**config.mk**
```make
export PLATFORM = sky130hd
export DESIGN_NAME = f3m_serial_mult_ctrl
export DESIGN_NICKNAME = d
export VERILOG_FILES = /design/src/rtl/f3m_serial_mult_ctrl.sv
export SDC_FILE = /design/constraint.sdc
export NUM_CORES = 2
export LEC_CHECK = 0
export ABC_AREA = 1
export BUFFER_PORTS_ARGS = -buffer_cell sky130_fd_sc_hd__clkbuf_2
export CAP_MARGIN = 20
export CORE_MARGIN = 3
export CORE_UTILIZATION = 50
export CTS_CLUSTER_DIAMETER = 50
export DETAILED_ROUTE_END_ITERATION = 10
export GPL_TIMING_DRIVEN = 0
export HOLD_SLACK_MARGIN = 0.05
export PLACE_DENSITY = 0.82
export SYNTH_ARGS = -nofsm -noshare
export SYNTH_HDL_FRONTEND = slang
export SYNTH_SLANG_ARGS = --single-unit
export TNS_END_PERCENT = 30
```
**constraint.sdc**
```tcl
create_clock -name clk -period 6.5 [get_ports clk]
set_input_delay 0.975 -clock clk [delete_from_list [all_inputs] [get_ports clk]]
set_output_delay 0.975 -clock clk [all_outputs]
set_load 0.02 [all_outputs]
```
**src/rtl/f3m_serial_mult_ctrl.sv**
```systemverilog
// f3m_serial_mult_ctrl: serial digit-by-digit GF(3^97) multiplier modulo x^97 + x^12 + 2.
// The multiplier B is consumed one trit per cycle, most significant trit first.
`default_nettype none

`ifndef M
`define M 97
`endif
`ifndef WIDTH
`define WIDTH (2*`M-1)
`endif

module f3m_serial_mult_ctrl (
   input  logic              clk,
   input  logic              reset,
   input  logic              start,
   input  logic [`WIDTH:0]   A,
   input  logic [`WIDTH:0]   B,
   output logic              busy,
   output logic              done,
   output logic [`WIDTH:0]   C
);

   localparam int M  = `M;
   localparam int W  = `WIDTH + 1;
   localparam int CW = $clog2(M);

   typedef enum logic [0:0] {
      S_IDLE = 1'b0,
      S_RUN  = 1'b1
   } state_t;

   state_t          r_state;
   state_t          w_state_nxt;
   logic [W-1:0]    r_a;
   logic [W-1:0]    r_b;
   logic [W-1:0]    r_acc;
   logic [W-1:0]    r_c;
   logic [CW-1:0]   r_cnt;
   logic            r_done;
   logic [W-1:0]    w_red;
   logic [W-1:0]    w_acc_nxt;
   logic [1:0]      w_b_trit;
   logic [1:0]      w_t_top;

   function automatic logic [1:0] f_add3(input logic [1:0] x, input logic [1:0] y);
      logic [2:0] s;
      s = {1'b0, x} + {1'b0, y};
      if (s >= 3'd3) s = s - 3'd3;
      return s[1:0];
   endfunction

   // Nonzero operands: equal trits give 1 (1*1, 2*2=4), unequal give 2.
   function automatic logic [1:0] f_mul3(input logic [1:0] x, input logic [1:0] y);
      logic [1:0] r;
      if (x == 2'd0 || y == 2'd0) r = 2'd0;
      else if (x == y)            r = 2'd1;
      else                        r = 2'd2;
      return r;
   endfunction

   // ------------------------------------------------------------------
   // State register and next-state logic
   // ------------------------------------------------------------------
   always_ff @(posedge clk) begin
      if (reset) r_state <= S_IDLE;
      else       r_state <= w_state_nxt;
   end

   always_comb begin
      w_state_nxt = r_state;
      case (r_state)
         S_IDLE:  if (start) w_state_nxt = S_RUN;
         S_RUN:   if (r_cnt == '0) w_state_nxt = S_IDLE;
         default: w_state_nxt = S_IDLE;
      endcase
   end

   // ------------------------------------------------------------------
   // Accumulator update: acc*x mod P(x) plus B[cnt]*A
   // ------------------------------------------------------------------
   always_comb begin
      w_b_trit = r_b[{r_cnt, 1'b0} +: 2];
      w_t_top  = r_acc[W-1 -: 2];
      w_red    = {r_acc[W-3:0], 2'b00};
      // x^97 folds back as 2*x^12 + 1.
      w_red[1:0]   = w_t_top;
      w_red[25:24] = f_add3(w_red[25:24], f_mul3(2'd2, w_t_top));
      w_acc_nxt = '0;
      for (int i = 0; i < M; i++) begin
         w_acc_nxt[2*i +: 2] = f_add3(w_red[2*i +: 2], f_mul3(w_b_trit, r_a[2*i +: 2]));
      end
   end

   always_ff @(posedge clk) begin
      if (reset) begin
         r_a    <= '0;
         r_b    <= '0;
         r_acc  <= '0;
         r_c    <= '0;
         r_cnt  <= '0;
         r_done <= 1'b0;
      end else begin
         r_done <= 1'b0;
         case (r_state)
            S_IDLE: begin
               if (start) begin
                  r_a   <= A;
                  r_b   <= B;
                  r_acc <= '0;
                  r_cnt <= CW'(M - 1);
               end
            end
            S_RUN: begin
               r_acc <= w_acc_nxt;
               if (r_cnt == '0) begin
                  r_c    <= w_acc_nxt;
                  r_done <= 1'b1;
               end else begin
                  r_cnt <= r_cnt - 1'b1;
               end
            end
            default: ;
         endcase
      end
   end

   assign busy = (r_state == S_RUN);
   assign done = r_done;
   assign C    = r_c;

endmodule

`default_nettype wire

```
* Yosys cells after proc, flatten, opt, wreduce, memory -nomap -nowiden
Index checks and enable logic that the tools add are counted.
** Word-level totals
- Bits in registers :: 785
- Output and inout port bits :: 196
- Logic and storage cells :: 908
- Input port bits :: 391
** Cells by class
- Add/subtract/negate cells :: 197
- Equality and inequality tests :: 100
- Shifts and indexed selects :: 1
- $lt $le $gt $ge :: 98
- Reductions and logical operators :: 201
- Bitwise operators :: 1
- Mux-type cells :: 303
** Operators with widths (number)
- $mux 2 :: 294
- $pmux 194 s2 :: 1
- $add 2x2->3 :: 98
- $ge 3x2->1 const B :: 98
- $logic_not 2->1 :: 99
- $sub 2x2->2 const B :: 98
- $eq 2x2->1 :: 97
- $mux 194 :: 1
- $shiftx 194x9->2 :: 1
- $logic_or 1x1->1 :: 97
- $mux 7 :: 2
- $pmux 7 s2 :: 1
- $logic_not 7->1 :: 1
- $sub 7x1->7 const B :: 1
- $reduce_and 2->1 :: 3
- $ne 2x2->1 const B :: 2
- $mux 1 :: 3
- $eq 2x2->1 const A :: 1
- $pmux 1 s2 :: 1
- $reduce_or 2->1 :: 1
- $not 1->1 :: 1

* Logic depth before layout (Yosys ltp)
- Word-level depth :: 10
- Gate-level depth with buffers :: 33
- Gate-level depth less buffers :: 29

* Least setup slack after synthesis
Ideal clock, no wire load.
- Path kind :: reg-to-reg
- From :: reg r_cnt[0]
- To :: reg r_acc[109]
- Cell stages (with the launch flop) :: 31
- Path slack :: 2952 ps
- Required time :: 6430 ps
- Period minus slack after synthesis :: 3548 ps
- Arrival :: 3478 ps
- Cell sequence :: dfxtp_1 buf_4 buf_6 buf_6 nor2_1 nor2_1 o21ai_1 o211ai_1 nand3_1 nand2_1 nand2_1 nand3_2 nand2_4 buf_4 buf_6 nand2_1 nand2_1 nand2_1 nor2_1 ha_1 inv_1 fa_1 inv_1 ha_1 inv_1 nand2_1 a21oi_1 nor2_1 a21oi_1 nand2_1 a21oi_1
** Between the ends
- Longest elaborated chain between the ends :: 8
- Elaborated cells on any way between the ends :: 11
- Those cells by class :: add/sub (2); order compare (1); eq/ne (1); shift (1); mux (4); reduce/logical (2)
** Ends and longest elaborated chain
- start, declared :: RTL line 38 : logic [CW-1:0] r_cnt;
- start signal, assigned :: RTL line 110 : r_cnt <= CW'(M - 1);
- start signal, assigned :: RTL line 119 : r_cnt <= r_cnt - 1'b1;
- $shiftx 194x9->2 (*) :: RTL line 82 : w_b_trit = r_b[{r_cnt, 1'b0} +: 2];
- $eq 2x2->1 or $logic_not 2->1 (tied branches) :: RTL line 56, 55
- $mux 2 or $logic_or 1x1->1 (tied branches) :: RTL line 56, 55
- $mux 2 (*) :: RTL line 55 : if (x == 2'd0 || y == 2'd0) r = 2'd0;
- $add 2x2->3 (*) :: RTL line 47 : s = {1'b0, x} + {1'b0, y};
- $ge 3x2->1 or $sub 2x2->2 (tied branches) :: RTL line 48 : if (s >= 3'd3) s = s - 3'd3;
- $mux 2 (*) :: RTL line 48
- $pmux 194 s2 (*) :: RTL line 104 : case (r_state)
- end signal, assigned :: RTL line 114 : r_acc <= w_acc_nxt;
- end, declared :: RTL line 36 : logic [W-1:0] r_acc;
Every way passes the cells marked *; elsewhere a longest branch is shown, timed or not.
A chain may end at the register's enable or synchronous reset.

* Worst setup path after layout
- From :: reg r_cnt[0]
- To :: reg r_acc[193]
The elaborated chain is that of the path after synthesis.

==> metrics.txt <==
Residual DRC 0; CTS resizes 0; Final Max Slew Viols 0; Peak VDD IR 285.2 µV; total CTS buffers 103; FF-to-FF path depth 23; RSZ-0062 raised after global routing no; Via Count 43905; Net Count, Synth 6719; critical-path maximum fanout 10; Net Sw Frac 40.67%; Tcrit/Tclk final 87.11%; Detailed Route WL 157200 µm; actual slew at the worst max-slew pin 1.190 ns; Worst setup EP type flop; Final Hold Vio Count 0; Worst slew margin 20.67%; CTS Hold Buffers Added 0; core area 82370 µm²; first-pass GRT wire length 231700 µm; clk_lat worst skew 0.68 ns; highest clock rate 0.1766 GHz; Hold WS 0.4570 ns; sequential power share 30.4%; vias in the first global route 41221; global placer's final weighted congestion 0.9643; clock sink count 785; static leakage 0.02403 µW; Crit path top cell by count nand2_1; RR Startpoint r_cnt[0]; setup_tns 0 ns; wire length per cell 19.92 µm; Setup CP Type reg2reg; area of the mapped netlist 41790 µm²; # Post-CTS Setup Buffers 0; status complete, no violations; die width 295.1 µm; num rows 105; Max Cap Viol 0; Critical Path RT 7.09 ns; R2R Path End r_acc[193]; clock power share 32.6%; NetSw 7514 µW; crit path time final 5.662 ns; crit-path cells buf_4, clkbuf_1, o21ai_0, o211ai_1, nand3_1, nand2_1, nand3_1, nand2_2, buf_4, buf_2, nand3_1, nand2_1, nand2_1, nor2_1, ha_1, inv_1, fa_1, inv_1, ha_1, nand3b_1, o21ai_0, nand2_1, a21oi_1; Die Y 295.1 µm; fin nets 7414; Max stage delay on crit path 0.75 ns; Global Route Usage Sum 34.85%; Seq cells post-synth 785; Port Buf Inserts 586; PnR worst setup slack 0.8377 ns; CTS H-tree lvls 3; Cell variety after synth 32; Synth Warn # 0; internal power 10960 µW; cell count after synthesis 6032; Slowest-stage cell, CP o21ai_0; I/O pin cnt 587; Clock Root Buffer clkbuf_16; clk_skew 0.03593 ns; Startpoint Class flop; die outline area 87080 µm²; Avg Inst Size Synth 6.928 µm²; Hold EP r_b[40]; post-route antenna net violation count 0; Comb power frac 37.0%; Pwr per Cell Area 370.9 nW/µm²; pre-CTS setup slack 0.8781 ns; share of cells above drive strength 1 12.61%; R2R Setup Slk 0.84 ns; sequential area share after synthesis 37.61%; Setup violations, final 0; Hold Crit Depth 2; Area Overhead vs Synth 19.19%; initial antenna violation count 17; clock buffer depth 3; GR Overflow Total 0; crit path DAT 6.25 ns; clock-pin slew on the worst setup and hold paths 0.06 ns; DRT Pass-1 Iters 8; Initial Utilization 50.73%; Tot Pwr 18470 µW; CTS tree done; initial DRC count 4419; hpwl dp 116700 µm; Via density 5.564; hold path startpoint r_b[40]; largest net degree at the start of global routing 16; Worst Hold Class reg2reg
-- through the flow --
| step | cell area, µm² | util [%] | cells |
|---|---|---|---|
| final | 49810 | 60.47 | 7891 |
| after floorplan | 41790 | - | 6032 |
| after global routing | 49800 | 60.45 | 7886 |
| after CTS | 49770 | 60.42 | 7882 |
| after global placement | 46060 | 55.92 | 7688 |
| after detailed placement | 46100 | 55.97 | 7691 |
-- power groups by stage --
stage | registers, µW | logic, µW | clock network (µW)
2_1_floorplan | 5800 | 4150 | 0
3_3_place_gp | 5670 | 6380 | 0
3_5_place_dp | 5690 | 6590 | 0
4_1_cts | 5600 | 6670 | 6030
5_1_grt | 5660 | 7450 | 6250
6_report | 5610 | 6840 | 6030
-- cells in the mapped netlist --
| library cell | count | area [µm²] |
|---|---|---|
| a211o_1 | 37 | 324.1 |
| a211oi_1 | 1 | 7.510 |
| a21oi_1 | 610 | 3053 |
| a31oi_1 | 1 | 6.260 |
| buf_1 | 11 | 41.29 |
| buf_2 | 49 | 245.2 |
| buf_4 | 10 | 75.07 |
| buf_6 | 17 | 191.4 |
| clkbuf_1 | 276 | 1036 |
| clkinv_1 | 3 | 11.26 |
| dfxtp_1 | 785 | 15720 |
| fa_1 | 98 | 1962 |
| ha_1 | 198 | 2477 |
| inv_1 | 604 | 2267 |
| inv_2 | 2 | 7.510 |
| inv_4 | 1 | 6.260 |
| nand2_1 | 1234 | 4632 |
| nand2_2 | 3 | 18.77 |
| nand2_4 | 2 | 22.52 |
| nand3_1 | 237 | 1186 |
| nand3_2 | 2 | 20.02 |
| nand3b_1 | 2 | 15.01 |
| nor2_1 | 971 | 3645 |
| nor2_2 | 1 | 6.260 |
| o211ai_1 | 18 | 135.1 |
| o21a_1 | 2 | 15.01 |
| o21ai_0 | 714 | 3573 |
| o21ai_1 | 40 | 200.2 |
| o22ai_1 | 3 | 18.77 |
| or3_1 | 1 | 6.260 |
| xnor2_1 | 60 | 525.5 |
| xor2_1 | 39 | 341.6 |
-- logic make-up after synthesis --
family                   share of synthesized area (%)
adder cells (fa/ha/maj)                          10.62
buffers and inverters                            9.288
XOR/XNOR                                         2.075
flip-flops                                       37.61
AND/OR/NAND/NOR                                  22.86
AO/OA/AOI/OAI                                    17.55
-- area by class of cell --
cell class                 instances  area [µm²]
sequential                       785       15720
antenna                            8       20.02
multi-input combinational       4274       22190
clock inverter                    62       823.3
inverter                         610        2292
buffer                           363        1589
fill                            7271       32570
clock buffer                     129        2845
timing repair buffer             590        2993
tap                             1070        1339
-- flip-flops by register name (all words and copies together), names as in the netlist --
| register | flops |
|---|---|
| r_b | 194 |
| r_a | 194 |
| done | 1 |
| r_cnt | 7 |
| C | 194 |
| busy | 1 |
| r_acc | 194 |
-- metal layers --
metal  global-route usage, %  vias to the layer above  wire length, µm
li1                        -                    20719                -
met1                   42.22                    20262            58530
met2                   56.14                     2320            70080
met3                   8.075                      586            17430
met4                   21.95                       18            10990
met5                       0                        -              119
-- worst max-delay path, delay by kind of cell (launching register included) --
family	cells	cell delay (ns)
AO/OA/AOI/OAI	4	1.37
buffers and inverters	6	1.48
flip-flops	1	0.32
AND/OR/NAND/NOR	10	1.50
adder cells (fa/ha/maj)	3	0.87
-- how the worst max path moves through the flow --
| stage | startpoint | to | slack [ns] | depth (start not counted) |
|---|---|---|---|---|
| after global placement | r_cnt[1] | r_acc[193] | 1.04 | 23 |
| after floorplan | r_cnt[0] | r_acc[109] | 2.95 | 30 |
| after detailed placement | r_cnt[1] | r_acc[193] | 0.88 | 23 |
| after CTS | r_cnt[1] | r_acc[193] | 0.92 | 23 |
| final | r_cnt[0] | r_acc[193] | 0.84 | 23 |
| after global routing | r_cnt[1] | r_acc[75] | 0.58 | 25 |
-- cell usage in the layout (no fill, tap or decap), types with 10 or more instances in the layout --
cell / synthesis / layout
o211ai_1: 18 / 18
a21oi_1: 610 / 610
xor2_1: 39 / 39
nor2_1: 971 / 971
buf_2: 49 / 49
o21ai_1: 40 / 40
clkbuf_8: 0 / 17
fa_1: 98 / 98
bufinv_16: 0 / 11
o21ai_0: 714 / 714
nand3_1: 237 / 237
xnor2_1: 60 / 60
ha_1: 198 / 198
clkinv_2: 0 / 13
clkbuf_2: 0 / 586
clkbuf_16: 0 / 103
clkbuf_1: 276 / 285
buf_6: 17 / 17
clkinvlp_4: 0 / 10
nand2_1: 1234 / 1234
buf_1: 11 / 11
a211o_1: 37 / 37
dfxtp_1: 785 / 785
inv_1: 604 / 604
buf_4: 10 / 10
(Power assumes the default switching activity.)
